**src/rtl/fetch_unit_if.sv**
```systemverilog
// ---------------------------------------------------------------------------
// fetch_unit_if
// Instruction-memory read bus between the fetch stage and instruction memory.
//
// Signals
//   req    fetch request, one-cycle pulse (fetch stage -> memory)
//   addr   fetch address, stable from req until valid (fetch stage -> memory)
//   rdata  fetched instruction word (memory -> fetch stage)
//   valid  rdata is valid this cycle, at least one cycle after req
//          (memory -> fetch stage)
//
// Modports
//   master  fetch stage side
//   slave   instruction memory side
// ---------------------------------------------------------------------------
interface fetch_unit_if #(
  parameter int ADDR_W  = 10,
  parameter int INSTR_W = 16
);
  logic               req;
  logic [ADDR_W-1:0]  addr;
  logic [INSTR_W-1:0] rdata;
  logic               valid;

  modport master (
    output req,
    output addr,
    input  rdata,
    input  valid
  );

  modport slave (
    input  req,
    input  addr,
    output rdata,
    output valid
  );
endinterface

```
**src/rtl/fetch_unit.sv**
```systemverilog
// ---------------------------------------------------------------------------
// fetch_unit
// Program-counter and instruction-fetch stage sitting directly upstream of
// the control unit. It owns the PC, fetches one instruction word at a time
// over the imem req/valid handshake, and holds the current instruction stable
// until the control unit retires it with i_loadPC.
//
// Sequencing (one instruction at a time):
//   ISSUE : pulse imem.req for one cycle at imem.addr = pc
//   WAIT  : wait for imem.valid, then capture the word into o_instr
//   EXEC  : hold o_instr/o_pc; on i_loadPC load the next pc and go fetch again
//   HALT  : (optional) parked after a retire while i_halt_req is high
//
// Next-pc priority at retire: ret -> i_ret_addr, branch -> pc + sext(instr[9:0]),
// otherwise pc + 1. All arithmetic wraps modulo 2**ADDR_W.
//
// Ports
//   clk           in   1        system clock, rising edge
//   rst           in   1        asynchronous, active-high reset
//   imem          master       instruction-memory read bus (fetch_unit_if)
//   o_instr       out  INSTR_W  current instruction register
//   o_instr_valid out  1        o_instr holds a fetched, unretired instruction
//   o_pc          out  ADDR_W   address of the current instruction
//   o_pc_next_seq out  ADDR_W   pc + 1 (wrapped), return address for JMP
//   i_loadPC      in   1        retire the current instruction
//   i_branch      in   1        taken branch/JMP for the current instruction
//   i_ret         in   1        RET for the current instruction
//   i_ret_addr    in   ADDR_W   popped return address, valid at RET retire
//   i_halt_req    in   1        (FETCH_HALT_EN only) park after next retire
//   o_halted      out  1        (FETCH_HALT_EN only) fetch stage is parked
//
// Configuration macro
//   FETCH_HALT_EN  when defined, adds i_halt_req/o_halted and the HALT state.
//                  When undefined the stage never stops fetching.
// ---------------------------------------------------------------------------
module fetch_unit #(
  parameter int                ADDR_W   = 10,
  parameter int                INSTR_W  = 16,
  parameter logic [ADDR_W-1:0] RESET_PC = {ADDR_W{1'b0}}
) (
  input  logic               clk,
  input  logic               rst,
  fetch_unit_if.master       imem,
  output logic [INSTR_W-1:0] o_instr,
  output logic               o_instr_valid,
  output logic [ADDR_W-1:0]  o_pc,
  output logic [ADDR_W-1:0]  o_pc_next_seq,
  input  logic               i_loadPC,
  input  logic               i_branch,
  input  logic               i_ret,
`ifdef FETCH_HALT_EN
  input  logic               i_halt_req,
  output logic               o_halted,
`endif
  input  logic [ADDR_W-1:0]  i_ret_addr
);

  // Branch offsets are always the low 10 instruction bits.
  localparam int OFF_W = 10;

`ifdef FETCH_HALT_EN
  typedef enum logic [1:0] {
    ST_ISSUE = 2'd0,
    ST_WAIT  = 2'd1,
    ST_EXEC  = 2'd2,
    ST_HALT  = 2'd3
  } state_t;
`else
  typedef enum logic [1:0] {
    ST_ISSUE = 2'd0,
    ST_WAIT  = 2'd1,
    ST_EXEC  = 2'd2
  } state_t;
`endif

  state_t              r_state;
  state_t              w_next_state;

  logic [ADDR_W-1:0]   r_pc;
  logic [INSTR_W-1:0]  r_instr;
  logic                r_instr_valid;

  logic [ADDR_W-1:0]   w_pc_seq;
  logic [ADDR_W-1:0]   w_branch_tgt;
  logic [ADDR_W-1:0]   w_next_pc;
  logic                w_capture;
  logic                w_retire;

  // Sign-extend (or truncate) the 10-bit branch offset to the PC width.
  function automatic logic [ADDR_W-1:0] sext_off(input logic [OFF_W-1:0] off);
    logic [ADDR_W-1:0] ext;
    ext = {ADDR_W{1'b0}};
    for (int i = 0; i < ADDR_W; i++) begin
      ext[i] = off[(i < OFF_W) ? i : (OFF_W - 1)];
    end
    return ext;
  endfunction

  // ---------------------------------------------------------------------
  // Next-pc datapath
  // ---------------------------------------------------------------------
  assign w_pc_seq     = r_pc + {{(ADDR_W-1){1'b0}}, 1'b1};
  // Relative to the branch's own address, not pc+1.
  assign w_branch_tgt = r_pc + sext_off(r_instr[OFF_W-1:0]);

  // Select the next pc: ret beats branch beats sequential.
  always_comb begin
    w_next_pc = w_pc_seq;
    if (i_ret) begin
      w_next_pc = i_ret_addr;
    end else if (i_branch) begin
      w_next_pc = w_branch_tgt;
    end else begin
      w_next_pc = w_pc_seq;
    end
  end

  // Capture only in WAIT, so stray valids in other states are dropped.
  assign w_capture = (r_state == ST_WAIT) && imem.valid;
  // branch/ret/loadPC only matter in EXEC.
  assign w_retire  = (r_state == ST_EXEC) && i_loadPC;

  // ---------------------------------------------------------------------
  // FSM
  // ---------------------------------------------------------------------
  // State register.
  always_ff @(posedge clk or posedge rst) begin
    if (rst) begin
      r_state <= ST_ISSUE;
    end else begin
      r_state <= w_next_state;
    end
  end

  // Next-state logic.
  always_comb begin
    w_next_state = r_state;
    case (r_state)
      ST_ISSUE: begin
        w_next_state = ST_WAIT;
      end
      ST_WAIT: begin
        if (imem.valid) begin
          w_next_state = ST_EXEC;
        end else begin
          w_next_state = ST_WAIT;
        end
      end
      ST_EXEC: begin
        if (i_loadPC) begin
`ifdef FETCH_HALT_EN
          if (i_halt_req) begin
            w_next_state = ST_HALT;
          end else begin
            w_next_state = ST_ISSUE;
          end
`else
          w_next_state = ST_ISSUE;
`endif
        end else begin
          w_next_state = ST_EXEC;
        end
      end
`ifdef FETCH_HALT_EN
      ST_HALT: begin
        if (i_halt_req) begin
          w_next_state = ST_HALT;
        end else begin
          w_next_state = ST_ISSUE;
        end
      end
`endif
      default: begin
        w_next_state = ST_ISSUE;
      end
    endcase
  end

  // ---------------------------------------------------------------------
  // PC and instruction registers
  // ---------------------------------------------------------------------
  // Capture the fetched word in WAIT; advance the pc when the control unit retires.
  always_ff @(posedge clk or posedge rst) begin
    if (rst) begin
      r_pc          <= RESET_PC;
      r_instr       <= {INSTR_W{1'b0}};
      r_instr_valid <= 1'b0;
    end else if (w_capture) begin
      r_instr       <= imem.rdata;
      r_instr_valid <= 1'b1;
    end else if (w_retire) begin
      r_pc          <= w_next_pc;
      r_instr_valid <= 1'b0;
    end else begin
      r_pc          <= r_pc;
      r_instr       <= r_instr;
      r_instr_valid <= r_instr_valid;
    end
  end

  // ---------------------------------------------------------------------
  // Outputs
  // ---------------------------------------------------------------------
  // The state register already sits in ISSUE during reset, so req is masked
  // by rst to keep it low while reset is applied; in the first cycle after
  // reset it goes high straight away.
  assign imem.req  = (r_state == ST_ISSUE) && !rst;
  assign imem.addr = r_pc;

  assign o_instr       = r_instr;
  assign o_instr_valid = r_instr_valid;
  assign o_pc          = r_pc;
  assign o_pc_next_seq = w_pc_seq;

`ifdef FETCH_HALT_EN
  assign o_halted = (r_state == ST_HALT);
`endif

endmodule

```
**src/flat_wrapper.sv**
```systemverilog
// flat-port wrapper written by rule: the top's interface ports become plain ports
module fetch_unit_flat 
#(
  parameter int                ADDR_W   = 10,
  parameter int                INSTR_W  = 16,
  parameter logic [ADDR_W-1:0] RESET_PC = {ADDR_W{1'b0}}
)
  (clk, rst, o_instr, o_instr_valid, o_pc, o_pc_next_seq, i_loadPC, i_branch, i_ret, i_ret_addr, imem_req, imem_addr, imem_rdata, imem_valid);
  fetch_unit_if #(.ADDR_W(ADDR_W), .INSTR_W(INSTR_W)) imem_i ();
  input  logic clk;
  input  logic rst;
  output logic [INSTR_W-1:0] o_instr;
  output logic o_instr_valid;
  output logic [ADDR_W-1:0] o_pc;
  output logic [ADDR_W-1:0] o_pc_next_seq;
  input  logic i_loadPC;
  input  logic i_branch;
  input  logic i_ret;
  input  logic [ADDR_W-1:0] i_ret_addr;
  output wire logic [$bits(imem_i.req)-1:0] imem_req;
  output wire logic [$bits(imem_i.addr)-1:0] imem_addr;
  input wire logic [$bits(imem_i.rdata)-1:0] imem_rdata;
  input wire logic [$bits(imem_i.valid)-1:0] imem_valid;
  assign imem_req = imem_i.req;
  assign imem_addr = imem_i.addr;
  assign imem_i.rdata = imem_rdata;
  assign imem_i.valid = imem_valid;
  fetch_unit #(.ADDR_W(ADDR_W), .INSTR_W(INSTR_W), .RESET_PC(RESET_PC)) u_core (.clk(clk), .rst(rst), .imem(imem_i), .o_instr(o_instr), .o_instr_valid(o_instr_valid), .o_pc(o_pc), .o_pc_next_seq(o_pc_next_seq), .i_loadPC(i_loadPC), .i_branch(i_branch), .i_ret(i_ret), .i_ret_addr(i_ret_addr));
endmodule
```
**config.mk**
```make
export PLATFORM = sky130hd
export DESIGN_NAME = fetch_unit_flat
export DESIGN_NICKNAME = d
export VERILOG_FILES = /design/src/rtl/fetch_unit_if.sv /design/src/rtl/fetch_unit.sv /design/src/flat_wrapper.sv
export SDC_FILE = /design/constraint.sdc
export NUM_CORES = 1
export LEC_CHECK = 0
export CAP_MARGIN = 20
export CORE_ASPECT_RATIO = 1.5
export CORE_MARGIN = 4
export CORE_UTILIZATION = 40
export CTS_CLUSTER_SIZE = 8
export DETAILED_ROUTE_END_ITERATION = 10
export DONT_BUFFER_PORTS = 1
export GPL_TIMING_DRIVEN = 0
export SYNTH_ARGS = -nofsm -noshare
export SYNTH_HDL_FRONTEND = slang
export SYNTH_SLANG_ARGS = --single-unit
```
**constraint.sdc**
```tcl
create_clock -name clk -period 6.6 [get_ports clk]
set_input_delay 0.99 -clock clk [delete_from_list [all_inputs] [get_ports clk]]
set_output_delay 0.99 -clock clk [all_outputs]
set_load 0.01 [all_outputs]
```
==> flow_summary.yaml <==
run_status:
  status: "finished clean"
cts:
  cts-htree-levels: 2
  post-cts-setup-buffers: 0
  cts_buffer_depth: 2
  cts_root_buffer: "clkbuf_8"
  cts_sinks: 29
  cts_buffers: 5
  worstSkewPairLatency_ns: 0.28
  clk_pin_slew_ns: 0.06
  ctsResizeCount: 0
  holdBufCountCts: 0
  cts_tree: "built"
synthesis:
  synth_seq_cells: 29
  synth_area_leader_cell: "dfrtp_1"
  yosys_warnings: 0
  synth_top_area_share_pct: 39.1
  ys_types: 36
  synthCells: 192
  synth_fp_nets: 235
  syn_area_mm2: 0.00186
  yosysSeqAreaShare_pct: 39.1
  synth_area_per_cell_um2: 9.68
  ys_top_cells_by_area: "dfrtp_1, mux2_2, ha_1, xor2_1, buf_4"
floorplanning:
  rows: 30
  io_pins: 80
  initial_core_util_pct: 41.3
  fp.dieArea_mm2: 0.00582
  die_w_um: 63.7
  die_y_um: 91.5
  core_area_mm2: 0.00450
sta:
  final.setup.tns_ns: 0
  relSlewSlack_pct: 58.4
  period_share_pct: 42.1
  clock_skew_ns: 0.00771
  hold_viol: 0
  slew_violations: 0
  fin_hold_ws_ns: 0.482
  worstMarginPinSlew_ns: 0.623
  final.min_clock_period_ns: 2.78
  rsz0062_at_grt: "no"
  max_freq_mhz: 360
  finalSetupViolCount: 0
cells_and_area:
  area_growth_syn_to_layout_pct: 11.0
  final_nets: 243
  layout_common_cells: "dfrtp_1, mux2_2, nand2_1, a21oi_1, nor2_1"
  fin_util_pct: 45.8
  layout.cells.non_filler: 249
  num_antenna_cells: 0
  layout.cells.most_common: "dfrtp_1"
  layout-drive-gt1-share_pct: 17.9
placed_design:
  dp_cells: 241
  hpwl_um: 3680
  gp_congestion: 0.830
  portBuffers: 0
routing:
  wirelength_um: 4610
  via_count: 1423
  viasPerCell: 5.71
  drtPass1Iterations: 4
  drt_iter0_markers: 88
  wl_per_cell_um: 18.5
  ant_nets: 0
  route.detailed.drc: 0
job:
  drv_cap: 0
setup_path:
  path_cells: "nand3_1, nor2_1, nand3_1, xnor2_1"
  critPathCaptureType: "primary output"
  cp_data_required_time_ns: 5.61
  cp-start-kind: "flop"
  path_max_fanout: 9
  worst_path_max_delay_cell: "dfrtp_1"
  critPathKind: "flop to primary output"
  cp_common_cell: "nand3_1"
  arrival_ns: 1.79
  max_stage_delay_ns: 0.56
pwr:
  leakagePower_nw: 0.921
  vdd_drop_max_v: 0.000197
  p_per_area_mw_per_mm2: 560
grt:
  top_usage_layer: "met2"
  track_usage_pct: 16.3
  grt_max_degree: 17
  antenna_found_initial: 0
  grtUsageMet1_pct: 17.7
  overflow: 0
  met2_usage_pct: 28.5
  grt_pass1_wl_um: 7290
  grt_pass1_vias: 1456
  use_met3_pct: 6.31
min_path:
  min_path_type: "flop to flop"
==> synthesized netlist by cell type <==
library cell / number
a211oi_1: 5
a21o_1: 2
a21oi_1: 14
a221o_1: 1
a311o_1: 1
a31oi_1: 2
a32oi_1: 2
and2_1: 1
and4_1: 1
buf_2: 2
buf_4: 10
clkbuf_1: 6
dfrtp_1: 29
fa_1: 1
ha_1: 10
inv_1: 7
mux2_2: 16
mux2i_1: 3
nand2_1: 14
nand2b_1: 2
nand3_1: 5
nand3b_1: 1
nand4_1: 2
nor2_1: 12
nor2b_1: 4
nor3_1: 2
nor3b_1: 1
o21a_1: 1
o21ai_0: 10
o21ai_1: 2
o31ai_1: 4
or2_1: 1
or3_1: 2
or4b_1: 1
xnor2_1: 6
xor2_1: 9
==> flip-flops by register name, summed over array words and instances (netlist names) <==
name                  cells
u_core.r_state            2
u_core.imem.addr         10
u_core.o_instr_valid      1
u_core.o_instr           16
==> stage by stage <==
stage	power (mW)	setup slack, ns	instance area, um2
after global routing	1.26	3.69	2060
after global placement	0.963	4.07	1920
after floorplan	0.851	4.29	1860
final	1.16	3.82	2060
after CTS	1.17	3.80	2060
after detailed placement	0.976	4.04	1950
==> cell families (layout without fill, tap and decap cells) <==
family,count (synthesis),after routing,synth area share [%]
simple gates,49,49,13.0
compound gates,44,44,14.5
flops,29,29,39.1
mux,19,19,11.3
xor+xnor,15,15,7.07
buf+inv,25,34,7.21
fa+ha+maj,11,11,7.81
==> layout make-up <==
class / count / area, um2
Tap cell: 48 / 60.1
Buffer: 18 / 108
Timing Repair Buffer: 1 / 27.5
Sequential cell: 29 / 726
Multi-Input combinational cell: 138 / 998
Fill cell: 434 / 2440
Inverter: 7 / 26.3
Clock inverter: 1 / 30.0
Clock buffer: 7 / 86.3
==> worst max-delay path, delay by kind of cell (launching register included) <==
kind             cells  cell delay, ns
AND/OR/NAND/NOR      3            0.58
flip-flops           1            0.56
XOR/XNOR             1            0.36
==> layer usage <==
metal	vias to the layer above	share of wire, %
met5	-	0
met4	0	1.2
met3	6	9.3
met2	58	52
met1	669	38
li1	690	-
==> path summary, 6_finish.rpt <==
path,startpoint,to,slack (ns),cells after the start
worst max register to register,u_core.imem.addr[0],u_core.imem.addr[8],3.99,8
max in group asynchronous,rst,u_core.o_instr[10],5.43,2
worst min-delay path,u_core.r_state[1],u_core.r_state[0],0.48,1
min in group asynchronous,rst,u_core.o_instr[4],0.67,1
worst min register to register,u_core.r_state[1],u_core.r_state[0],0.48,1
worst max-delay path,u_core.imem.addr[2],o_pc_next_seq[7],3.82,4
==> where the power goes <==
part	switching [mW]	internal, mW	total, mW	leakage (nW)
clock	0.0673	0.123	0.190	0.0585
sequential	0.156	0.264	0.420	0.347
combinational	0.283	0.262	0.545	0.515
total	0.506	0.649	1.16	0.921
No activity file was read; power rests on OpenSTA's default activity.
